$ cat config.mk
export PLATFORM = sky130hd
export DESIGN_NAME = demux_scheduler
export DESIGN_NICKNAME = d
export VERILOG_FILES = /design/src/rtl/demux_scheduler.sv
export SDC_FILE = /design/constraint.sdc
export NUM_CORES = 1
export LEC_CHECK = 0
export BUFFER_PORTS_ARGS = -buffer_cell sky130_fd_sc_hd__clkbuf_2
export CAP_MARGIN = 5
export CORE_ASPECT_RATIO = 1.5
export CORE_UTILIZATION = 50
export CTS_CLUSTER_SIZE = 30
export DETAILED_ROUTE_END_ITERATION = 7
export HOLD_SLACK_MARGIN = 0.02
export PLACE_DENSITY = 0.73
export SYNTH_ARGS = -nofsm -noshare
export SYNTH_HDL_FRONTEND = slang
export SYNTH_SLANG_ARGS = --single-unit
$ cat constraint.sdc
create_clock -name clk -period 3.6 [get_ports clk]
set_input_delay 0 -clock clk [delete_from_list [all_inputs] [get_ports clk]]
set_output_delay 0 -clock clk [all_outputs]
set_load 0.02 [all_outputs]
$ cat src/rtl/demux_scheduler.sv
// demux_scheduler: steers single-source items to one of eight consumers,
// round-robin among ready consumers or to an explicit per-item destination.
module demux_scheduler #(
   parameter int DW      = 1,
   parameter int TIMEOUT = 15
) (
   input  logic          clk,
   input  logic          rst,
   input  logic          in_valid,
   input  logic [DW-1:0] in_data,
   input  logic          in_mode,
   input  logic [2:0]    in_dest,
   output logic          in_ready,
   input  logic [7:0]    out_ready,
   output logic [7:0]    out_valid,
   output logic [DW-1:0] out_data,
   output logic [2:0]    sel,
   output logic          retry,
   output logic [7:0]    count
);

   typedef enum logic [1:0] {IDLE, ARB, HOLD} state_t;

   state_t          state;
   logic [2:0]      ptr;
   logic [2:0]      dest_q;
   logic            mode_q;
   logic [DW-1:0]   data_q;
   logic [7:0]      wcnt;
   logic [2:0]      pick;
   logic            found;
   logic            deliver;
   logic            accept;
   logic            timeout;

   // Scan downward so the last hit written is the lowest offset from ptr.
   always_comb begin
      found = 1'b0;
      pick  = ptr;
      for (int unsigned i = 8; i > 0; i--) begin
         if (out_ready[ptr + 3'(i - 1)]) begin
            found = 1'b1;
            pick  = ptr + 3'(i - 1);
         end
      end
   end

   assign deliver   = (state == HOLD) && out_ready[sel];
   assign in_ready  = !rst && ((state == IDLE) || deliver);
   assign accept    = in_valid && in_ready;
   assign timeout   = (state == HOLD) && !out_ready[sel] && !mode_q &&
                      (wcnt == 8'(TIMEOUT - 1));
   assign out_valid = (!rst && state == HOLD) ? (8'b1 << sel) : '0;
   assign out_data  = data_q;

   always_ff @(posedge clk) begin
      if (rst) begin
         state  <= IDLE;
         ptr    <= '0;
         sel    <= '0;
         data_q <= '0;
         mode_q <= 1'b0;
         dest_q <= '0;
         wcnt   <= '0;
         count  <= '0;
         retry  <= 1'b0;
      end else begin
         retry <= 1'b0;
         if (accept) begin
            data_q <= in_data;
            mode_q <= in_mode;
            dest_q <= in_dest;
         end
         case (state)
            IDLE: if (accept) state <= ARB;
            ARB: begin
               if (mode_q) begin
                  sel   <= dest_q;
                  wcnt  <= '0;
                  state <= HOLD;
               end else if (found) begin
                  sel   <= pick;
                  wcnt  <= '0;
                  state <= HOLD;
               end
            end
            HOLD: begin
               if (deliver) begin
                  count <= count + 8'd1;
                  ptr   <= sel + 3'd1;
                  state <= accept ? ARB : IDLE;
               end else if (timeout) begin
                  retry <= 1'b1;
                  ptr   <= sel + 3'd1;
                  wcnt  <= '0;
                  state <= ARB;
               end else if (!mode_q) begin
                  wcnt <= wcnt + 8'd1;
               end
            end
            default: state <= IDLE;
         endcase
      end
   end

endmodule

==> impl_metrics.tcl, run 1 <==
set metrics [dict create \
    power.density_nw_per_um2 290 \
    io_buffers 37 \
    h-tree-depth 2 \
    row_count 30 \
    cts_buffer_depth 2 \
    cts-buffers-inserted 5 \
    hp-class "input port to flip-flop" \
    synthMostInstantiatedCell "dfxtp_1" \
    wl_per_cell_um 16.1 \
    die_h_um 86.7 \
    vias 2174 \
    ios 38 \
    syn_inst 258 \
    path_clk_slew_ns 0.06 \
    finalNetCount 326 \
    syn_avg_cell_area_um2 9.27 \
    max-cap-violations 0 \
    p_leak_nw 1.12 \
    cts-resized-gates 0 \
    crit_path_max_fanout 10 \
    antenna_found_initial 0 \
    wl_um 5810 \
    arrival_ns 3.36 \
    overflow 0 \
    grt_max_degree 24 \
    coreArea_um2 4540 \
    fin_ws_ns 0.369 \
    drive_above_1_share 0.232 \
    dp_cells 351 \
    final_hold_viol_count 0 \
    tritoncts "done" \
    die_w_um 58.5 \
    crit_type "flip-flop to flip-flop" \
    start_kind "flip-flop" \
    post-route-period-util 0.897 \
    seq_area_frac_synth 0.251 \
    grt_setup_unrepaired "no" \
    start_util 0.526 \
    netlist_top_cells_area "dfxtp_1 25%, mux4_2 11%, ha_1 5.8%" \
    ys_ff_latch 30 \
    fill_cells 378 \
    die-area_um2 5070 \
    synth_top_area_frac 0.251 \
    yosys-top-cells-count "30 x dfxtp_1, 21 x nor2_1, 15 x and3_1, 15 x inv_1, 15 x nand2_1" \
    clkSinkCount 30 \
    yosysWarnings 0 \
    synth_edf_count 0 \
    layoutNonFillerInstCount 362 \
    dp_hpwl_um 4350 \
    drv_slew 0 \
    syn_area_um2 2390 \
    drc 0 \
    setup_viol 0 \
    dp_slack_ns 0.401 \
    status "complete, no violations" \
    first_pass_iters 4 \
    crit_required_ns 3.73 \
    grt_pass1_wl_um 9510 \
    relSlewSlack 0.617 \
    viasPerCell 6.01 \
    maxClockFrequency_mhz 310 \
    gp_congestion 0.893 \
    yosys.area.top_type "dfxtp_1" \
    clock_tree.root_cell "clkbuf_8" \
    async_flop_share 0 \
    insertedDiodeCount 0 \
    cp-end-kind "flip-flop" \
    ant_nets 0 \
    drtIter0Drc 155 \
    fin_crit_ns 3.23 \
    finClkSkew_ns 0.00480 \
    ys_types 52 \
    timing.hold.ws_ns 0.214 \
    finalSetupTns_ns 0 \
    synthToLayoutAreaGrowth_pct 14.8 \
    grt_util_all_layers 0.246 \
    worstMarginPinSlew_ns 0.573 \
    grt_pass1_vias 1985 \
    syn_nets 285 \
    worstSkewPairLatency_ns 0.27 \
    peakVddDrop_v 0.000318 \
    synthFlopType "dfxtp_1" \
]
-- path summary, 6_finish.rpt --
check,startpoint,end,slack [ns],depth (start not counted)
worst min register to register,dest_q[1],dest_q[1],0.47,2
worst max register to register,ptr[0],wcnt[4],0.37,9
worst min-delay path,in_valid,dest_q[0],0.21,3
worst max-delay path,ptr[0],wcnt[4],0.37,9
-- per-stage QoR --
step	total power, mW	area, um2	utilization
after floorplan	0.489	2390	-
after global placement	0.538	2610	0.575
after detailed placement	0.539	2610	0.575
after CTS	0.800	2740	0.604
after global routing	0.836	2740	0.604
final	0.795	2740	0.604
-- metal layers --
metal | share of wire | vias to the layer above | global-route usage | routed length, um
li1 | - | 1048 | - | -
met1 | 0.38 | 1023 | 0.292 | 2230
met2 | 0.52 | 88 | 0.434 | 3040
met3 | 0.067 | 15 | 0.0493 | 390
met4 | 0.026 | 0 | 0.0823 | 150
met5 | 0 | - | 0 | 0
-- report_power, final --
group	leakage, nW	switching [mW]	total, mW	internal (mW)
Sequential	0.243	0.0134	0.355	0.342
Clock	0.0431	0.110	0.256	0.147
Combinational	0.837	0.103	0.183	0.0796
-- registers in the layout, indices dropped and copies added, names as in the netlist --
signal and cells:
count 8, wcnt 8, dest_q 3, ptr 3, sel 3, state 2, mode_q 1, out_data 1
retry 1
-- cell usage in the layout, fill, tap and decap left out, types with 4 or more instances in the layout --
cell type      instances
mux2i_1               12
inv_1                 15
o21ai_0               11
nor2b_1                5
o31ai_1                4
clkbuf_8               6
xor2_1                 6
dfxtp_1               30
mux2_2                 5
and3_1                15
nand3_1               14
clkbuf_2              37
dlygate4sd3_1          5
ha_1                  11
o21ai_1                8
mux4_2                12
nand2_1               15
xnor2_1                4
a21oi_1                7
nor2_1                21
-- layout make-up --
type | count | area, um2 | share of cell area
timing repair buffer | 45 | 258 | 0.0939
inverter | 16 | 60.1 | 0.0219
clock buffer | 6 | 82.6 | 0.0301
multi-input combinational | 201 | 1660 | 0.606
tap | 64 | 80.1 | 0.0292
sequential | 30 | 601 | 0.219
-- worst max-delay path, cell delays in order, from the launching register on --
cell and delay [ns]:
dfxtp_1 0.32, inv_1 0.11, ha_1 0.48, mux4_2 0.65, mux2i_4 0.22, nand3_1 0.15
o41a_1 0.65, o21bai_4 0.30, or3b_1 0.14, a21oi_1 0.06
-- logic make-up (layout without fill, tap and decap cells) --
family	Yosys count	in the layout	share of synthesized area
flops	30	30	0.251
fa+ha+maj	11	11	0.0576
simple gates	93	93	0.210
buf+inv	27	67	0.0534
mux	34	34	0.239
compound gates	53	53	0.153
xor+xnor	10	10	0.0366
-- repair_timing --
item                       in CTS  in global routing
setup buffers                   0                  0
setup endpoints to repair       0                  0
hold endpoints to repair        5                  0
hold buffers                    5                  0
(Power assumes the default switching activity.)
==> run 2: changes to the inputs <==
--- a/config.mk
+++ b/config.mk
@@ -12,6 +12,7 @@
 export CTS_CLUSTER_SIZE = 30
 export DETAILED_ROUTE_END_ITERATION = 7
 export HOLD_SLACK_MARGIN = 0.02
+export MAX_ROUTING_LAYER = met4
 export PLACE_DENSITY = 0.73
 export SYNTH_ARGS = -nofsm -noshare
 export SYNTH_HDL_FRONTEND = slang
==> constraint.sdc (replaced) <==
create_clock -name clk -period 3.6 [get_ports clk]
set_input_delay 0.18 -clock clk [delete_from_list [all_inputs] [get_ports clk]]
set_output_delay 0.18 -clock clk [all_outputs]
set_load 0.02 [all_outputs]
==> impl_metrics.tcl, run 2 (synthesis results as in run 1) <==
set metrics [dict create \
    rr_worst_depth 9 \
    antenna_found_initial 0 \
    finalSetupTns_ns 0 \
    ant_nets 0 \
    cts-buffers-inserted 5 \
    cp-end-kind "flip-flop" \
    ios 38 \
    worstMarginPinSlew_ns 0.580 \
    crit_path_max_fanout 10 \
    tritoncts "done" \
    fin_ws_ns 0.368 \
    dp_hpwl_um 4420 \
    clock_tree.root_cell "clkbuf_8" \
    min_from "in_mode" \
    dp_cells 351 \
    finClkSkew_ns 0.00696 \
    grt_max_degree 24 \
    layout_common_cells "37 x clkbuf_2, 30 x dfxtp_1, 21 x nor2_1" \
    h-tree-depth 2 \
    path_clk_slew_ns 0.07 \
    wl_per_cell_um 16.4 \
    status "complete, no violations" \
    whs_path_depth 2 \
    peakVddDrop_v 0.000315 \
    wl_um 5900 \
    post-route-period-util 0.898 \
    io_buffers 37 \
    drtIter0Drc 119 \
    first_pass_iters 4 \
    mostFrequentLayoutCell "clkbuf_2" \
    cp_num_buf_inv 1 \
    grt_util_all_layers 0.258 \
    hold_path_end "mode_q" \
    maxClockFrequency_mhz 309 \
    grt_pass1_vias 1993 \
    hp-class "input port to flip-flop" \
    coreArea_um2 4540 \
    viasPerCell 6.04 \
    die-area_um2 5070 \
    max-cap-violations 0 \
    crit_family "compound AO/OA/AOI/OAI gates" \
    fill_cells 427 \
    vias 2168 \
    fin_crit_ns 3.23 \
    clkSinkCount 30 \
    p_leak_nw 1.11 \
    insertedDiodeCount 0 \
    drv_slew 0 \
    layoutNonFillerInstCount 359 \
    relSlewSlack 0.612 \
    crit_chain "inv_1, ha_1, mux4_2, mux2i_4, nand3_1, o41a_1, o21bai_4, or3b_1, a21oi_1" \
    finalNetCount 321 \
    setup_viol 0 \
    r2r-end "wcnt[4]" \
    hold_buffers 0 \
    die_w_um 58.5 \
    dp_slack_ns 0.371 \
    slowest_delay_ns 0.65 \
    worstSkewPairLatency_ns 0.29 \
    row_count 30 \
    grt_pass1_wl_um 9640 \
    drive_above_1_share 0.241 \
    grt_setup_unrepaired "no" \
    gp_congestion 0.909 \
    crit_path_top_delay_cell "mux4_2" \
    crit_type "flip-flop to flip-flop" \
    synthToLayoutAreaGrowth_pct 13.2 \
    start_kind "flip-flop" \
    reg2reg_from "ptr[1]" \
    start_util 0.526 \
    drc 0 \
    cts-resized-gates 0 \
    r2r_slack_ns 0.37 \
    final_hold_viol_count 0 \
    die_h_um 86.7 \
    cts_buffer_depth 2 \
    cp.depth 9 \
    overflow 0 \
    crit_required_ns 3.75 \
    cts_setup_buffers 0 \
    arrival_ns 3.39 \
    power.density_nw_per_um2 304 \
    largestRegisters "count (8), wcnt (8)" \
]
==> run 2: cell types whose count changed in the layout (fill, tap and decap cells not counted), sizes merged <==
cell and change:
clkinvlp +1, dlygate4sd3 -5, clkinv +1
==> run 2: worst max path at each step <==
| stage | from | to | slack (ns) |
|---|---|---|---|
| 2_1_floorplan | ptr[1] | sel[0] | 0.38 |
| 3_3_place_gp | ptr[0] | wcnt[2] | 0.46 |
| 3_5_place_dp | ptr[0] | wcnt[4] | 0.37 |
| 4_1_cts | ptr[0] | wcnt[4] | 0.37 |
| 5_1_grt | ptr[0] | wcnt[4] | 0.18 |
| 6_report | ptr[1] | wcnt[4] | 0.37 |
==> run 2: metrics by stage <==
stage	power [mW]	hold WS [ns]	area, um2	utilization
2_1_floorplan	0.489	0.325	2390	-
3_3_place_gp	0.538	0.419	2610	0.575
3_5_place_dp	0.539	0.414	2610	0.575
4_1_cts	0.825	0.113	2710	0.596
5_1_grt	0.859	0.110	2710	0.596
6_report	0.823	0.119	2710	0.596
==> run 2: power by group <==
| part | internal (mW) | switching [mW] | leakage [nW] |
|---|---|---|---|
| combinational | 0.0761 | 0.103 | 0.816 |
| sequential | 0.341 | 0.0136 | 0.243 |
| clock | 0.153 | 0.135 | 0.0472 |
| total | 0.571 | 0.252 | 1.11 |
==> run 2: routing by layer <==
layer | vias up | global-route usage | wire length [um]
met5 | - | - | 0
met4 | 0 | 0.108 | 202
met3 | 22 | 0.0403 | 278
met2 | 80 | 0.427 | 3030
met1 | 1023 | 0.306 | 2380
li1 | 1043 | - | -
==> run 2: final cells by class <==
class,count,area [um2],area share
multi-input combinational,201,1660,0.614
sequential,30,601,0.222
clock inverter,2,12.5,0.00462
tap,64,80.1,0.0296
timing repair buffer,40,208,0.0767
clock buffer,6,82.6,0.0305
inverter,16,60.1,0.0222
==> run 3: changes to the inputs <==
--- a/config.mk
+++ b/config.mk
@@ -7,13 +7,15 @@
 export LEC_CHECK = 0
 export BUFFER_PORTS_ARGS = -buffer_cell sky130_fd_sc_hd__clkbuf_2
 export CAP_MARGIN = 5
+export CELL_PAD_IN_SITES_DETAIL_PLACEMENT = 0
+export CELL_PAD_IN_SITES_GLOBAL_PLACEMENT = 1
 export CORE_ASPECT_RATIO = 1.5
-export CORE_UTILIZATION = 50
+export CORE_UTILIZATION = 43
 export CTS_CLUSTER_SIZE = 30
 export DETAILED_ROUTE_END_ITERATION = 7
 export HOLD_SLACK_MARGIN = 0.02
 export MAX_ROUTING_LAYER = met4
-export PLACE_DENSITY = 0.73
+export PLACE_DENSITY = 0.8
 export SYNTH_ARGS = -nofsm -noshare
 export SYNTH_HDL_FRONTEND = slang
 export SYNTH_SLANG_ARGS = --single-unit
==> impl_metrics.tcl, run 3 (synthesis results as in run 1) <==
set metrics [dict create \
    drc 0 \
    power.density_nw_per_um2 300 \
    dpl_cell_area_um2 2620 \
    dp_cells 355 \
    drive_above_1_share 0.237 \
    p_switching_mw 0.240 \
    ant_nets 0 \
    first_pass_iters 4 \
    fin_crit_ns 3.23 \
    peakVddDrop_v 0.000267 \
    fill_cells 507 \
    grt_util_all_layers 0.221 \
    path_clk_slew_ns 0.06 \
    internal-power_mw 0.572 \
    wl_um 6080 \
    start_kind "flip-flop" \
    die_w_um 62.9 \
    wl_per_cell_um 16.8 \
    antenna_found_initial 0 \
    pwr-share-seq 0.437 \
    layoutNonFillerInstCount 363 \
    max-cap-violations 0 \
    h-tree-depth 2 \
    setup_viol 0 \
    synthToLayoutAreaGrowth_pct 13.2 \
    cts-resized-gates 0 \
    fin_ws_ns 0.367 \
    clock_tree.root_cell "clkbuf_8" \
    crit_required_ns 3.75 \
    finalCoreUtilization 0.516 \
    grt_pass1_vias 2091 \
    cts_buffer_depth 2 \
    finalSetupTns_ns 0 \
    insertedDiodeCount 0 \
    maxClockFrequency_mhz 309 \
    hp-class "input port to flip-flop" \
    gp_congestion 0.861 \
    die_h_um 93.3 \
    dp_slack_ns 0.400 \
    ios 38 \
    viasPerCell 6.00 \
    p_sw_frac 0.296 \
    crit_type "flip-flop to flip-flop" \
    tritoncts "done" \
    fin_area_um2 2710 \
    crit_path_max_fanout 10 \
    start_util 0.456 \
    status "complete, no violations" \
    coreArea_um2 5250 \
    overflow 0 \
    dp_hpwl_um 4610 \
    hold_buffers 0 \
    finClkSkew_ns 0.00201 \
    clkSinkCount 30 \
    drv_slew 0 \
    clkPwrFrac 0.340 \
    layout_common_cells "37 x clkbuf_2, 30 x dfxtp_1, 21 x nor2_1" \
    cts-buffers-inserted 5 \
    grt_max_degree 24 \
    row_count 32 \
    vias 2178 \
    finalNetCount 321 \
    die-area_um2 5870 \
    post-route-period-util 0.898 \
    arrival_ns 3.38 \
    grt_setup_unrepaired "no" \
    worstSkewPairLatency_ns 0.28 \
    cp-end-kind "flip-flop" \
    grt_pass1_wl_um 9870 \
    drtIter0Drc 196 \
    combPwrFrac 0.222 \
    relSlewSlack 0.596 \
    worstMarginPinSlew_ns 0.604 \
    cts_setup_buffers 0 \
    io_buffers 37 \
    final_hold_viol_count 0 \
    mostFrequentLayoutCell "clkbuf_2" \
    largestRegisters "count (8), wcnt (8)" \
    p_leak_nw 1.11 \
]
run 3: cell count changes in the layout (fill, tap and decap cells not counted), sizes merged:
cell | previous run | this run
clkbuf | 43 | 44
clkinvlp | 1 | 0
run 3: power groups by stage:
stage	Clock, mW	Sequential [mW]	Combinational [mW]
finish	0.276	0.355	0.181
global route	0.294	0.357	0.197
CTS	0.283	0.355	0.180
detailed placement	0	0.363	0.179
global placement	0	0.362	0.180
floorplan	0	0.360	0.129
run 3: final cells by class:
type                            instances  area, um2  area share
Timing Repair Buffer                   40        208      0.0767
Tap cell                               68       85.1      0.0314
Inverter                               16       60.1      0.0222
Sequential cell                        30        601       0.222
Multi-Input combinational cell        201       1660       0.614
Clock buffer                            7       86.3      0.0319
Clock inverter                          1       5.00     0.00185
run 3: critical path: stages (launching register included):
cell      delay [ns]
dfxtp_1         0.32
inv_1           0.10
ha_1            0.48
mux4_2          0.65
mux2i_4         0.23
nand3_1         0.16
o41a_1          0.66
o21bai_4        0.30
or3b_1          0.16
a21oi_2         0.04
run 3: stage by stage:
stage | power, mW | hold slack, ns
after detailed placement | 0.542 | 0.421
final | 0.812 | 0.125
after floorplan | 0.489 | 0.325
after global routing | 0.847 | 0.131
after CTS | 0.819 | 0.119
after global placement | 0.542 | 0.419
run 3: metal layers:
metal	global-route usage	share of wire	vias up	routed length, um
met4	0.112	0.034	0	208
met3	0.0244	0.028	18	170
met5	-	0	-	0
met2	0.401	0.54	56	3300
li1	-	-	1043	-
met1	0.234	0.40	1061	2400
run 3: path summary, 6_finish.rpt:
path / start / slack, ns / end / cells past startpoint
worst max-delay path: ptr[0] / 0.37 / wcnt[2] / 9
worst min-delay path: in_dest[0] / 0.13 / dest_q[0] / 3
worst max register to register: ptr[0] / 0.37 / wcnt[2] / 9
worst min register to register: wcnt[7] / 0.47 / wcnt[7] / 1
